**src/rtl/cache_ram_bridge.sv**
```systemverilog
// cache_ram_bridge: splits block-wide cache RAM requests into single-word
// memory beats and gathers read beats back into a full block.
module cache_ram_bridge #(
    parameter int OFFSET_WIDTH = 3,
    parameter int ADDR_WIDTH   = 30,
    parameter int DATA_WIDTH   = 32,
    parameter int BLOCK_WIDTH  = DATA_WIDTH * (1 << OFFSET_WIDTH)
) (
    input  logic                   clk,
    input  logic                   rst_n,
    input  logic                   ram_en,
    input  logic                   ram_write,
    input  logic [ADDR_WIDTH-1:0]  ram_addr,
    input  logic [BLOCK_WIDTH-1:0] wb_block,
    output logic                   ram_ready,
    output logic [BLOCK_WIDTH-1:0] block_out,
    output logic                   busy,
    output logic                   mem_req,
    output logic                   mem_we,
    output logic [ADDR_WIDTH-1:0]  mem_addr,
    output logic [DATA_WIDTH-1:0]  mem_wdata,
    input  logic                   mem_ack,
    input  logic [DATA_WIDTH-1:0]  mem_rdata
);

    localparam int BLOCK_SIZE = 1 << OFFSET_WIDTH;
    localparam logic [OFFSET_WIDTH-1:0] LAST_BEAT = OFFSET_WIDTH'(BLOCK_SIZE - 1);

    typedef enum logic [1:0] {
        IDLE  = 2'd0,
        BURST = 2'd1,
        DONE  = 2'd2
    } state_t;

    state_t                  state_q, state_d;
    logic [OFFSET_WIDTH-1:0] cnt_q, cnt_d;
    logic                    write_q, write_d;
    logic [ADDR_WIDTH-1:0]   base_q, base_d;
    logic [BLOCK_WIDTH-1:0]  wb_q, wb_d;
    logic [BLOCK_WIDTH-1:0]  shadow_q, shadow_d;
    logic [BLOCK_WIDTH-1:0]  block_out_q, block_out_d;

    logic beat_done;
    logic last_beat;

    assign beat_done = (state_q == BURST) && mem_ack;
    assign last_beat = (cnt_q == LAST_BEAT);
    assign block_out = block_out_q;

    // State register; reset mid-burst aborts straight back to IDLE.
    // NOTE: sequential state uses non-blocking (<=) so every flop samples pre-edge values.
    always_ff @(posedge clk or negedge rst_n) begin
        if (!rst_n) begin
            state_q <= IDLE;
        end else begin
            state_q <= state_d;
        end
    end

    // Next-state logic: IDLE waits for a request, BURST runs BLOCK_SIZE acked beats, DONE lasts one cycle.
    // NOTE: a default assignment first keeps this combinational block latch-free.
    always_comb begin
        state_d = state_q;
        case (state_q)
            IDLE:    if (ram_en) state_d = BURST;
            BURST:   if (mem_ack && last_beat) state_d = DONE;
            DONE:    state_d = IDLE;
            default: state_d = IDLE;
        endcase
    end

    // Outputs: beat fields are driven only in BURST and held until acked because the flops only move on ack.
    always_comb begin
        ram_ready = (state_q == DONE);
        busy      = (state_q != IDLE);
        mem_req   = (state_q == BURST);
        mem_we    = 1'b0;
        mem_addr  = '0;
        mem_wdata = '0;
        if (state_q == BURST) begin
            mem_we    = write_q;
            mem_addr  = base_q + ADDR_WIDTH'(cnt_q);
            mem_wdata = wb_q[DATA_WIDTH*cnt_q +: DATA_WIDTH];
        end
    end

    // Datapath registers: latched command, beat counter, shadow gather buffer and returned block.
    // NOTE: the wide data registers are reset too, since block_out must read zero after reset.
    always_ff @(posedge clk or negedge rst_n) begin
        if (!rst_n) begin
            cnt_q       <= '0;
            write_q     <= 1'b0;
            base_q      <= '0;
            wb_q        <= '0;
            shadow_q    <= '0;
            block_out_q <= '0;
        end else begin
            cnt_q       <= cnt_d;
            write_q     <= write_d;
            base_q      <= base_d;
            wb_q        <= wb_d;
            shadow_q    <= shadow_d;
            block_out_q <= block_out_d;
        end
    end

    // Datapath next values: latch on acceptance, advance per ack, publish the gathered block on the final read beat.
    // NOTE: blocking (=) here lets block_out_d see this cycle's shadow_d, so the last read word lands on the same edge.
    always_comb begin
        cnt_d       = cnt_q;
        write_d     = write_q;
        base_d      = base_q;
        wb_d        = wb_q;
        shadow_d    = shadow_q;
        block_out_d = block_out_q;

        if (state_q == IDLE && ram_en) begin
            write_d = ram_write;
            base_d  = ram_addr;
            cnt_d   = '0;
            if (ram_write) wb_d = wb_block;
        end

        if (beat_done) begin
            if (!write_q) shadow_d[DATA_WIDTH*cnt_q +: DATA_WIDTH] = mem_rdata;
            if (!last_beat) begin
                cnt_d = cnt_q + 1'b1;
            end else if (!write_q) begin
                block_out_d = shadow_d;
            end
        end
    end

endmodule

```
**config.mk**
```make
export PLATFORM = sky130hd
export DESIGN_NAME = cache_ram_bridge
export DESIGN_NICKNAME = d
export VERILOG_FILES = /design/src/rtl/cache_ram_bridge.sv
export SDC_FILE = /design/constraint.sdc
export NUM_CORES = 1
export LEC_CHECK = 0
export ABC_AREA = 0
export CAP_MARGIN = 25
export CELL_PAD_IN_SITES_DETAIL_PLACEMENT = 1
export CELL_PAD_IN_SITES_GLOBAL_PLACEMENT = 2
export CORE_ASPECT_RATIO = 1.1
export CORE_MARGIN = 1.5
export CORE_UTILIZATION = 36
export DETAILED_ROUTE_END_ITERATION = 10
export PLACE_DENSITY = 0.8
export SYNTH_ARGS = -nofsm -noshare
export SYNTH_HDL_FRONTEND = slang
export SYNTH_SLANG_ARGS = --single-unit
```
**constraint.sdc**
```tcl
create_clock -name clk -period 3.75 [get_ports clk]
set_input_delay 0.75 -clock clk [delete_from_list [all_inputs] [get_ports clk]]
set_output_delay 0.75 -clock clk [all_outputs]
set_load 0.01 [all_outputs]
```
==> impl_metrics.toml <==
[critical_path]
worst_ep_arrival_time_ns = 2.91
criticalPathCategory = "reg2out"
critical_path_peak_fanout = 6
worst_setup_path_start_kind = "register"
ff2ff_setup_slack_ns = 0.42
crit_chain = "ha_4 > inv_2 > fa_2 > and2b_2 > o21ai_4 > buf_6 > or4_4 > a21oi_2 > buf_2"
crit_path_end_kind = "output port"
crit_path_max_incr_delay_ns = 0.51
worstPathRequired_ns = 3.00
critical_path.slowest_cell = "sky130_fd_sc_hd__or4_4"

[sta]
report.final.slew_viol_count = 0
tightestPinTransition_ns = 0.969
fmaxAchievable_mhz = 274
hold_violations = 0
setup-tns-final_ns = 0
shortest_clock_period_the_worst_path_allows_after_layout_ns = 3.66
final-setup-viol-count = 0
headroom_to_the_max_slew_limit = 0.352
post-route-period-util = 0.975
rsz0062_at_grt = "yes"
finClkSkew_ns = 0.0239

[cells_and_area]
finalCoreUtilization = 0.471
layout-area-overhead-vs-synth_pct = 30.1
mostFrequentLayoutCells = "sky130_fd_sc_hd__dfrtp_1 (801), sky130_fd_sc_hd__clkdlybuf4s50_1 (589), sky130_fd_sc_hd__mux2_2 (510)"
most_common_library_cell_in_the_layout_ignoring_fill_and_taps = "sky130_fd_sc_hd__dfrtp_1"
fin_nets = 3816
layout-drive-gt1-share = 0.242
postLayoutCellArea_um2 = 47300
n_fill_cell = 10402

[hold_path]
hold_path_class = "in2async"

[yosys]
net_count_after_synthesis = 3180
yosysUniqueCellTypes = 54
synth.yosys.seq_area_share = 0.553
synth-warning-count = 0
synth_area_um2 = 36400
ys_seq_elements = 804
synthesis.area_per_instance_um2 = 12.8
synth_cells = 2846

[drt]
detailedRoute.firstIterationViolations = 1264
via_count = 25099
route.detailed.drc = 0
drtPass1Iterations = 4
route.detailed.vias_per_inst = 5.17
detail-route-antenna-nets = 0
detail_route.wirelength_um = 119000
detail_route.wl_per_cell_um = 24.6

[global_routing]
grt_antenna_before_repair = 43
maximum_number_of_pins_on_one_net_before_global_route_repair = 79
grt_pass1_wl_um = 177000
grt.total_usage = 0.231
via_count_of_the_first_global_routing_pass = 26658
grt_overflow = 0

[power_and_ir_drop]
intPower_uw = 23600
seq_power_share = 0.383
power_density_nw_per_um2 = 748
power.share.switching = 0.333
switchingPower_uw = 11800
p_leak_uw = 0.0222
comb_power_share = 0.365
share_of_power_burned_in_the_clock_network = 0.252
vdd_drop_max_uv = 434

[clock_network]
cts_buffer_count = 89
cts_tree = "yes"
ctsHtreeMaxLevel = 3
clk_pin_slew_ns = 0.06
cts.sink_count = 804
root_buffer = "sky130_fd_sc_hd__clkbuf_16"
clk-insertion-delay-late_ns = 0.65
cts.path.max_buffers = 3

[floorplan]
placement_rows = 122
core_area_um2 = 100000
ios = 645
floorplan.die.height_um = 336
floorplan.die.width_um = 306
die_area_um2 = 103000
starting_utilization_of_the_core_area = 0.362

[run_status]
status = "finished, final reports clean"

[place]
port-buffer-count = 644
place_area_um2 = 44200
place_hpwl_um = 84500
finalWeightedCongestion = 0.796

[job]
cap_violations = 0
logic make-up after synthesis:
kind of cell / Yosys count / share of synthesized area
mux: 834 / 0.269
flops: 804 / 0.553
simple gates: 645 / 0.0854
compound gates: 337 / 0.0485
buf+inv: 206 / 0.0375
fa+ha+maj: 11 / 0.00399
xor+xnor: 9 / 0.00217
stage by stage:
stage	instances	hold WS, ns	total power (µW)	worst slack, ns
floorplan	2846	0.450	21300	0.129
global placement	4687	0.462	26500	0.240
detailed placement	4687	0.469	27000	0.266
CTS	4846	0.0388	35900	-0.109
global route	4857	0.0657	37500	-0.0304
finish	4859	0.0521	35400	0.0939
per-layer routing:
| metal | up-vias | part of all wire | global-route usage |
|---|---|---|---|
| met5 | - | 0.0020 | 0 |
| met4 | 38 | 0.026 | 0.0666 |
| met3 | 198 | 0.060 | 0.0557 |
| met2 | 646 | 0.49 | 0.388 |
| met1 | 12915 | 0.42 | 0.295 |
| li1 | 11302 | - | - |
what timing repair did:
action | 4_1_cts | 5_1_grt
gates cloned | 1 | 0
gates resized for setup | 80 | 34
buffers inserted | 2 | 3
setup endpoints to repair | 53 | 22
hold buffers | 0 | 0
pin swaps | 3 | 12
final timing paths:
| path | cells after the start | end | start |
|---|---|---|---|
| worst max-delay path | 9 | mem_addr[22] | cnt_q[0]$_DFF_PN0_ |
| worst min-delay path | 1 | block_out[236]$_DFFE_PN0P_ | rst_n |
| worst max register to register | 8 | shadow_q[196]$_DFFE_PN0P_ | cnt_q[0]$_DFF_PN0_ |
| worst min register to register | 2 | block_out[15]$_DFFE_PN0P_ | block_out[15]$_DFFE_PN0P_ |
| max in group asynchronous | 3 | shadow_q[7]$_DFFE_PN0P_ | rst_n |
| min in group clk | 2 | block_out[15]$_DFFE_PN0P_ | block_out[15]$_DFFE_PN0P_ |
sequential cells by signal, indices dropped and copies added (netlist names):
| signal | cells |
|---|---|
| state_q | 2 |
| wb_q | 256 |
| write_q | 1 |
| cnt_q | 3 |
| block_out | 256 |
| shadow_q | 256 |
| base_q | 30 |
cell usage after synthesis, drive strengths merged:
library cell | count | area share
dfrtp | 804 | 0.55
mux2 | 512 | 0.16
nand2 | 419 | 0.043
o21ai | 264 | 0.037
mux2i | 258 | 0.071
buf | 124 | 0.029
and2 | 103 | 0.018
clkbuf | 72 | 0.0074
mux4 | 64 | 0.040
a21oi | 47 | 0.0065
and3 | 38 | 0.0065
nor2 | 18 | 0.0019
nand4 | 15 | 0.0040
nand3 | 14 | 0.0045
o31ai | 14 | 0.0029
or4 | 13 | 0.0027
ha | 10 | 0.0034
inv | 9 | 0.00093
xor2 | 5 | 0.0012
and4 | 4 | 0.00096
nor2b | 4 | 0.00069
nor3 | 4 | 0.00055
o211ai | 4 | 0.00083
xnor2 | 4 | 0.00096
nor4 | 3 | 0.00052
a21o | 2 | 0.00041
and3b | 2 | 0.00048
nand2b | 2 | 0.00034
or3 | 2 | 0.00034
a211oi | 1 | 0.00021
a311oi | 1 | 0.00024
a41o | 1 | 0.00028
and2b | 1 | 0.00021
clkinv | 1 | 0.00010
fa | 1 | 0.00055
nand3b | 1 | 0.00031
nor3b | 1 | 0.00021
o2111ai | 1 | 0.00024
o21a | 1 | 0.00021
o311ai | 1 | 0.00024
or2 | 1 | 0.00017
final cells by class:
type	count	area [µm²]	share of cell area
well taps	1302	1630	0.0344
multi-input cells	1836	15000	0.318
repair buffers	741	7530	0.159
inverters	10	40.0	0.000846
clock buffers	132	2590	0.0547
diodes	10	25.0	0.000529
flip-flops and latches	804	20100	0.425
clock inverters	24	359	0.00759
power by group through the flow:
stage / clock [µW] / combinational (µW) / sequential, µW
final: 8940 / 12900 / 13600
after global routing: 9510 / 14000 / 13900
after CTS: 9180 / 13100 / 13600
after detailed placement: 0 / 13300 / 13700
after global placement: 0 / 13000 / 13500
after floorplan: 0 / 8150 / 13200
critical path, delay by kind of cell, from the launching register on:
| kind | cells | cell delay [ns] |
|---|---|---|
| compound gates | 2 | 0.21 |
| fa+ha+maj | 2 | 0.51 |
| buf+inv | 3 | 0.33 |
| flops | 1 | 0.45 |
| simple gates | 2 | 0.77 |
Note: power is estimated with default switching activity, not from simulation.
